## config.mk

```make
export PLATFORM = sky130hd
export DESIGN_NAME = vxe_axi4mst_biu
export DESIGN_NICKNAME = d
export VERILOG_FILES = /design/src/rtl/vxe_axi4mst_biu.sv
export SDC_FILE = /design/constraint.sdc
export NUM_CORES = 1
export LEC_CHECK = 0
export CAP_MARGIN = 20
export CORE_AREA = 2 2 142 144
export CTS_CLUSTER_DIAMETER = 200
export DETAILED_ROUTE_END_ITERATION = 16
export DIE_AREA = 0 0 144 146
export PLACE_DENSITY = 0.68
export SYNTH_ARGS = -nofsm -noshare
export SYNTH_HDL_FRONTEND = slang
export SYNTH_SLANG_ARGS = --single-unit
```

## constraint.sdc

```tcl
create_clock -name S_AXI4_ACLK -period 2.1 [get_ports S_AXI4_ACLK]
set_input_delay 0.525 -clock S_AXI4_ACLK [delete_from_list [all_inputs] [get_ports S_AXI4_ACLK]]
set_output_delay 0.525 -clock S_AXI4_ACLK [all_outputs]
set_load 0.01 [all_outputs]
```

## src/rtl/vxe_axi4mst_biu.sv

```systemverilog
// Single-beat AXI4 master BIU: client write/read requests to independent AXI4 write/read FSMs.
// Optional VXE_AXI4MST_RESP_CHECK_EN: also flag BID/RID mismatch and missing RLAST as errors.
module vxe_axi4mst_biu #(
  parameter int unsigned ADDR_WIDTH = 32,
  parameter int unsigned DATA_WIDTH = 32,
  parameter int unsigned ID_WIDTH   = 8,
  parameter int unsigned AXI_ID     = 0
) (
  input  logic                    S_AXI4_ACLK,
  input  logic                    S_AXI4_ARESETn,
  output logic [ID_WIDTH-1:0]     M_AXI4_AWID,
  output logic [ADDR_WIDTH-1:0]   M_AXI4_AWADDR,
  output logic [7:0]              M_AXI4_AWLEN,
  output logic [2:0]              M_AXI4_AWSIZE,
  output logic [1:0]              M_AXI4_AWBURST,
  output logic                    M_AXI4_AWLOCK,
  output logic [3:0]              M_AXI4_AWCACHE,
  output logic [2:0]              M_AXI4_AWPROT,
  output logic                    M_AXI4_AWVALID,
  input  logic                    M_AXI4_AWREADY,
  output logic [DATA_WIDTH-1:0]   M_AXI4_WDATA,
  output logic [DATA_WIDTH/8-1:0] M_AXI4_WSTRB,
  output logic                    M_AXI4_WLAST,
  output logic                    M_AXI4_WVALID,
  input  logic                    M_AXI4_WREADY,
  input  logic [ID_WIDTH-1:0]     M_AXI4_BID,
  input  logic [1:0]              M_AXI4_BRESP,
  input  logic                    M_AXI4_BVALID,
  output logic                    M_AXI4_BREADY,
  output logic [ID_WIDTH-1:0]     M_AXI4_ARID,
  output logic [ADDR_WIDTH-1:0]   M_AXI4_ARADDR,
  output logic [7:0]              M_AXI4_ARLEN,
  output logic [2:0]              M_AXI4_ARSIZE,
  output logic [1:0]              M_AXI4_ARBURST,
  output logic                    M_AXI4_ARLOCK,
  output logic [3:0]              M_AXI4_ARCACHE,
  output logic [2:0]              M_AXI4_ARPROT,
  output logic                    M_AXI4_ARVALID,
  input  logic                    M_AXI4_ARREADY,
  input  logic [ID_WIDTH-1:0]     M_AXI4_RID,
  input  logic [DATA_WIDTH-1:0]   M_AXI4_RDATA,
  input  logic [1:0]              M_AXI4_RRESP,
  input  logic                    M_AXI4_RLAST,
  input  logic                    M_AXI4_RVALID,
  output logic                    M_AXI4_RREADY,
  input  logic                    biu_wreq,
  input  logic [ADDR_WIDTH-1:0]   biu_waddr,
  input  logic [DATA_WIDTH-1:0]   biu_wdata,
  input  logic [DATA_WIDTH/8-1:0] biu_wben,
  output logic                    biu_wready,
  output logic                    biu_wdone,
  output logic                    biu_werror,
  input  logic                    biu_rreq,
  input  logic [ADDR_WIDTH-1:0]   biu_raddr,
  output logic                    biu_rready,
  output logic                    biu_rdone,
  output logic [DATA_WIDTH-1:0]   biu_rdata,
  output logic                    biu_rerror
);

  localparam logic [ID_WIDTH-1:0] AxiId = ID_WIDTH'(AXI_ID);
  localparam logic [2:0]          Size  = 3'($clog2(DATA_WIDTH / 8));

  typedef enum logic [1:0] {StIdle, StIssue, StResp} state_e;

  assign M_AXI4_AWID    = AxiId;
  assign M_AXI4_AWLEN   = 8'd0;
  assign M_AXI4_AWSIZE  = Size;
  assign M_AXI4_AWBURST = 2'b01;
  assign M_AXI4_AWLOCK  = 1'b0;
  assign M_AXI4_AWCACHE = 4'b0011;
  assign M_AXI4_AWPROT  = 3'd0;
  assign M_AXI4_WLAST   = 1'b1;
  assign M_AXI4_ARID    = AxiId;
  assign M_AXI4_ARLEN   = 8'd0;
  assign M_AXI4_ARSIZE  = Size;
  assign M_AXI4_ARBURST = 2'b01;
  assign M_AXI4_ARLOCK  = 1'b0;
  assign M_AXI4_ARCACHE = 4'b0011;
  assign M_AXI4_ARPROT  = 3'd0;

  logic b_err, r_err;
`ifdef VXE_AXI4MST_RESP_CHECK_EN
  assign b_err = M_AXI4_BRESP[1] | (M_AXI4_BID != AxiId);
  assign r_err = M_AXI4_RRESP[1] | (M_AXI4_RID != AxiId) | ~M_AXI4_RLAST;
  logic unused_resp;
  assign unused_resp = ^{M_AXI4_BRESP[0], M_AXI4_RRESP[0]};
`else
  assign b_err = M_AXI4_BRESP[1];
  assign r_err = M_AXI4_RRESP[1];
  logic unused_resp;
  assign unused_resp = ^{M_AXI4_BID, M_AXI4_RID, M_AXI4_RLAST, M_AXI4_BRESP[0], M_AXI4_RRESP[0]};
`endif

  // Write path
  state_e                  w_state_q, w_state_d;
  logic                    awvalid_q, awvalid_d, wvalid_q, wvalid_d, bready_q, bready_d;
  logic                    wdone_q, wdone_d, werror_q, werror_d;
  logic [ADDR_WIDTH-1:0]   awaddr_q, awaddr_d;
  logic [DATA_WIDTH-1:0]   wdata_q, wdata_d;
  logic [DATA_WIDTH/8-1:0] wstrb_q, wstrb_d;

  always_comb begin
    w_state_d = w_state_q;
    awvalid_d = awvalid_q;
    wvalid_d  = wvalid_q;
    bready_d  = bready_q;
    awaddr_d  = awaddr_q;
    wdata_d   = wdata_q;
    wstrb_d   = wstrb_q;
    wdone_d   = 1'b0;
    werror_d  = 1'b0;
    case (w_state_q)
      StIdle: begin
        if (biu_wreq) begin
          awaddr_d  = biu_waddr;
          wdata_d   = biu_wdata;
          wstrb_d   = biu_wben;
          awvalid_d = 1'b1;
          wvalid_d  = 1'b1;
          w_state_d = StIssue;
        end
      end
      StIssue: begin
        // AW and W complete independently; leave once both have gone
        awvalid_d = awvalid_q & ~M_AXI4_AWREADY;
        wvalid_d  = wvalid_q & ~M_AXI4_WREADY;
        if (!awvalid_d && !wvalid_d) begin
          bready_d  = 1'b1;
          w_state_d = StResp;
        end
      end
      StResp: begin
        if (M_AXI4_BVALID) begin
          bready_d  = 1'b0;
          wdone_d   = 1'b1;
          werror_d  = b_err;
          w_state_d = StIdle;
        end
      end
      default: w_state_d = StIdle;
    endcase
  end

  always_ff @(posedge S_AXI4_ACLK or negedge S_AXI4_ARESETn) begin
    if (!S_AXI4_ARESETn) begin
      w_state_q <= StIdle;
      awvalid_q <= 1'b0;
      wvalid_q  <= 1'b0;
      bready_q  <= 1'b0;
      awaddr_q  <= '0;
      wdata_q   <= '0;
      wstrb_q   <= '0;
      wdone_q   <= 1'b0;
      werror_q  <= 1'b0;
    end else begin
      w_state_q <= w_state_d;
      awvalid_q <= awvalid_d;
      wvalid_q  <= wvalid_d;
      bready_q  <= bready_d;
      awaddr_q  <= awaddr_d;
      wdata_q   <= wdata_d;
      wstrb_q   <= wstrb_d;
      wdone_q   <= wdone_d;
      werror_q  <= werror_d;
    end
  end

  assign M_AXI4_AWADDR  = awaddr_q;
  assign M_AXI4_AWVALID = awvalid_q;
  assign M_AXI4_WDATA   = wdata_q;
  assign M_AXI4_WSTRB   = wstrb_q;
  assign M_AXI4_WVALID  = wvalid_q;
  assign M_AXI4_BREADY  = bready_q;
  assign biu_wready     = (w_state_q == StIdle);
  assign biu_wdone      = wdone_q;
  assign biu_werror     = werror_q;

  // Read path
  state_e                r_state_q, r_state_d;
  logic                  arvalid_q, arvalid_d, rready_q, rready_d;
  logic                  rdone_q, rdone_d, rerror_q, rerror_d;
  logic [ADDR_WIDTH-1:0] araddr_q, araddr_d;
  logic [DATA_WIDTH-1:0] rdata_q, rdata_d;

  always_comb begin
    r_state_d = r_state_q;
    arvalid_d = arvalid_q;
    rready_d  = rready_q;
    araddr_d  = araddr_q;
    rdata_d   = rdata_q;
    rdone_d   = 1'b0;
    rerror_d  = 1'b0;
    case (r_state_q)
      StIdle: begin
        if (biu_rreq) begin
          araddr_d  = biu_raddr;
          arvalid_d = 1'b1;
          r_state_d = StIssue;
        end
      end
      StIssue: begin
        if (M_AXI4_ARREADY) begin
          arvalid_d = 1'b0;
          rready_d  = 1'b1;
          r_state_d = StResp;
        end
      end
      StResp: begin
        if (M_AXI4_RVALID) begin
          rready_d  = 1'b0;
          rdata_d   = M_AXI4_RDATA;
          rdone_d   = 1'b1;
          rerror_d  = r_err;
          r_state_d = StIdle;
        end
      end
      default: r_state_d = StIdle;
    endcase
  end

  always_ff @(posedge S_AXI4_ACLK or negedge S_AXI4_ARESETn) begin
    if (!S_AXI4_ARESETn) begin
      r_state_q <= StIdle;
      arvalid_q <= 1'b0;
      rready_q  <= 1'b0;
      araddr_q  <= '0;
      rdata_q   <= '0;
      rdone_q   <= 1'b0;
      rerror_q  <= 1'b0;
    end else begin
      r_state_q <= r_state_d;
      arvalid_q <= arvalid_d;
      rready_q  <= rready_d;
      araddr_q  <= araddr_d;
      rdata_q   <= rdata_d;
      rdone_q   <= rdone_d;
      rerror_q  <= rerror_d;
    end
  end

  assign M_AXI4_ARADDR  = araddr_q;
  assign M_AXI4_ARVALID = arvalid_q;
  assign M_AXI4_RREADY  = rready_q;
  assign biu_rready     = (r_state_q == StIdle);
  assign biu_rdone      = rdone_q;
  assign biu_rdata      = rdata_q;
  assign biu_rerror     = rerror_q;

endmodule

```

# == Word-level counts from Yosys, hierarchy flattened ==
# Cells that the tools add are included.
# totals
romBits,0
mem_count,0
word_cells,76
ram_bits,0
inputBits,162
regBits,145
latchBits,0
# classes
order_cmp,0
n_addsub,0
shifts,0
eq_ne,10
n_div,0
reduce_logical,18
muxes,28
multipliers,0
bitwise_logic,4
# op_table
operator,count
two-way mux 1 bit,15
AND reduction 3 bit,5
two-way mux 2 bit,6
"!= test 2 bit, second input constant",6
one-hot mux 2 bit (3 select lines),2
one-hot mux 1 bit (2 select lines),5
AND reduction 2 bit,4
nonzero test 2 bit,4
"== test 2 x 1 -> 1 bit, second input constant",2
"== test 2 bit, second input constant",2
logical NOT 2 bit,2
AND 1 bit,2
logical NOT 1 bit,2
NOT 1 bit,2
logical AND 1 bit,1

# == Longest topological paths before layout ==
# logic_depth
ltp_word,6
ltp_mapped,6
ltp_nobuf,3

# == Least setup slack after synthesis ==
# Ideal clock, no wire load.
# synth_path
kind,input to register
start,input port biu_wreq
end,"register awaddr_q[23], in the netlist M_AXI4_AWADDR[23]"
n_path_buf,3
arrival_time_ns,1.491
cell_stages,6
setup_time_ns,0.125
setup_slack_ns,0.484
required_ns,1.975
path_cell_list,nor2b_2 > and2_4 > buf_6 > buf_6 > buf_8 > mux2_4
# synth_between
elab_chain_cells,1
# synth_lines
item,line,source
start: declaration,46,"input logic biu_wreq,"
AND reduction 2 bit (no source line),--,
end signal: assignment,161,awaddr_q <= awaddr_d;
end: declaration,99,"logic [ADDR_WIDTH-1:0] awaddr_q, awaddr_d;"
# No other way between the ends.
# A chain may end at the register's enable or synchronous reset.

# == Final worst setup path ==
# layout_path
start,"register wvalid_q, in the netlist M_AXI4_WVALID"
end,output port M_AXI4_WVALID
# layout_lines
item,line,source
start: declaration,97,"logic awvalid_q, awvalid_d, wvalid_q, wvalid_d, bready_q, bready_d;"
start signal: assignment,159,wvalid_q <= wvalid_d;
end: declaration,24,"output logic M_AXI4_WVALID,"
# No word-level cell between the ends.

==> flow_summary.toml <==
[status]
status = "finished, final reports clean"

[drt]
drtPass1Iterations = 4
wl_met3_um = 1450
met2WireLength_um = 7880
maxUsedRoutingLayer = "met4"
totalWireLength_um = 14900
ant_nets = 0
wl_per_cell_um = 15.4
vias = 3999
drc = 0
met1Wirelength_um = 5400
vias_per_cell = 4.14
dr.first_iter.drc_count = 114

[sta]
rsz0062_at_grt = "no"
max_clock_freq_ghz = 0.528
fin_crit_ps = 1900
fin_hold_ws_ps = 44.2
fin_crit_sh_pct = 90.3
drv_slew = 0
setup_tns_ps = 0
setup_viol_count_final = 0
fin_skew_ps = 9.94
hold_viol = 0

[critical_path]
path_class = "reg2out"
crit_path_max_incr_delay_ps = 570
endpoint_kind = "primary output"
crit_buf_inv = 1
cp_top_family = "buffers and inverters"
critPathLaunchType = "flop"
crit_start = "M_AXI4_WVALID"
cp_data_required_time_ps = 1570
path_cells = "clkdlybuf4s50_1"
cp_max_fo = 4
rr_startpoint = "w_state_q[1]"
crit_slowest_cell = "clkdlybuf4s50_1"
cp_data_arrival_time_ps = 1370

[finish]
n_antenna_cell = 0
drive_above_1_share_pct = 25.4
nNetsFinal = 851
fin_cells = 967
fin_util_pct = 49.7
syn_to_final_growth_pct = 60.9

[synthesis]
synthArstFlopShare_pct = 100
ys_top_cells_by_count = "dfrtp_1 (145), mux2_2 (112), buf_4 (59)"
synth_top_cell_by_area = "dfrtp_1"
yosys_warnings = 0
ys_ff_latch = 145
yosys_most_used_dff = "dfrtp_1"
synth.area.top_cells = "dfrtp_1 (61%), mux2_2 (21%), buf_4 (7.4%)"
ys_types = 26
syn-instance-count = 394
synthDominantCellAreaShare_pct = 60.8
post-synth-top-count-cell = "dfrtp_1"
synth_area_um2 = 5970
ys_seq_area_share_pct = 60.8
syn_area_per_cell_um2 = 15.2
synth-edff-count = 0

[clocking]
clock_latency_ps = 410
cts_tree = "done"
cts_buffers = 17
clk_path_buf_depth = 2
ctsRootBufferMaster = "clkbuf_16"
cts.clk_slew.worst_paths_ps = 60
clock-sinks = 145
cts_htree_levels = 4

[grt]
grt_pass1_wl_um = 23000
grt_max_degree = 49
grt.total_usage_pct = 14.1
grt_pass1_vias = 4356
antenna_found_initial = 0
grt-ovfl-total = 0

[floorplanning]
ios = 364
die-area_um2 = 21000
core_um2 = 19300
die_h_um = 146
start_util_pct = 30.9
die_x_um = 144
num_rows = 51

[power]
switching_power_w = 0.00425
clockPowerShare_pct = 22.0
p_per_area_nw_per_um2 = 1520
max-vdd-ir-drop_mv = 0.945
p_sw_share_pct = 29.2
p_comb_share_pct = 43.7
power_w = 0.0146
p_seq_share_pct = 34.3
intPower_w = 0.0103
p_leak_nw = 4.10

[place]
gp_congestion = 0.762
dpl.hpwl_um = 11400
io_buffers = 285
place_inst = 935

[job]
cap_viol_max_count = 0

[worst_hold_path]
min_path_type = "in2async"
[layer usage]
layer	GRT usage [%]	vias to the layer above
met3	5.99	11
met4	4.07	0
met1	15.1	1985
met5	0	-
met2	25.2	180
li1	-	1823
[cells by family after synthesis]
| kind of cell | Yosys count | synth area share [%] |
|---|---|---|
| compound gates | 17 | 1.70 |
| buf+inv | 83 | 9.79 |
| flops | 145 | 60.8 |
| mux | 132 | 26.2 |
| other cells | 2 | 0.126 |
| simple gates | 15 | 1.47 |
[layout make-up]
class                      instances  area [um2]
tap                              265         332
clock inverter                    12         180
multi-input combinational        223        1980
fill                            1714        9730
timing repair buffer             294        3010
sequential                       145        3630
clock buffer                      20         447
inverter                           8        30.0
[state kept, by name, indices dropped and copies added (netlist names), 2 cells and up]
| register | flops |
|---|---|
| M_AXI4_ARADDR | 32 |
| M_AXI4_AWADDR | 32 |
| M_AXI4_WDATA | 32 |
| M_AXI4_WSTRB | 4 |
| biu_rdata | 32 |
| r_state_q | 2 |
| w_state_q | 2 |
[worst paths after layout]
check,to,slack [ps],depth (start not counted)
setup / recovery,M_AXI4_WVALID,200,1
setup reg to reg,M_AXI4_WDATA[10],550,4
max in group asynchronous,w_state_q[1],1470,2
hold reg to reg,M_AXI4_WDATA[16],500,1
min in group S_AXI4_ACLK,M_AXI4_WDATA[16],500,1
hold / removal,M_AXI4_WDATA[6],40,1
[cells in the final DEF (no fill, tap or decap), types with 3 or more instances in the layout]
cell / instances
o21ai_0: 10
dfrtp_2: 3
nor2_1: 5
mux2_4: 20
buf_12: 7
clkbuf_16: 17
dfrtp_1: 142
mux2_2: 112
clkdlybuf4s50_1: 282
bufinv_16: 4
inv_1: 8
conb_1: 59
[timing repair]
| action | 4_1_cts | 5_1_grt |
|---|---|---|
| pin swaps | 0 | 0 |
| buffers inserted | 0 | 0 |
| setup endpoints to repair | 2 | 1 |
| gates resized for setup | 4 | 1 |
| hold buffers | 0 | 0 |
[power by group through the flow]
stage          Sequential [W]  Combinational (W)  Clock [W]
5_1_grt               0.00519            0.00679    0.00344
6_report              0.00500            0.00637    0.00320
3_3_place_gp          0.00494            0.00636          0
4_1_cts               0.00502            0.00649    0.00330
3_5_place_dp          0.00503            0.00648          0
2_1_floorplan         0.00557            0.00232          0
[metrics by stage]
stage                     area [um2]  worst slack [ps]
after floorplan                 6180               484
after global placement          8980              13.9
after detailed placement        8980             -33.0
after CTS                       9610              14.7
after global routing            9610               134
final                           9610               205
Power figures use the tool's default switching activity.
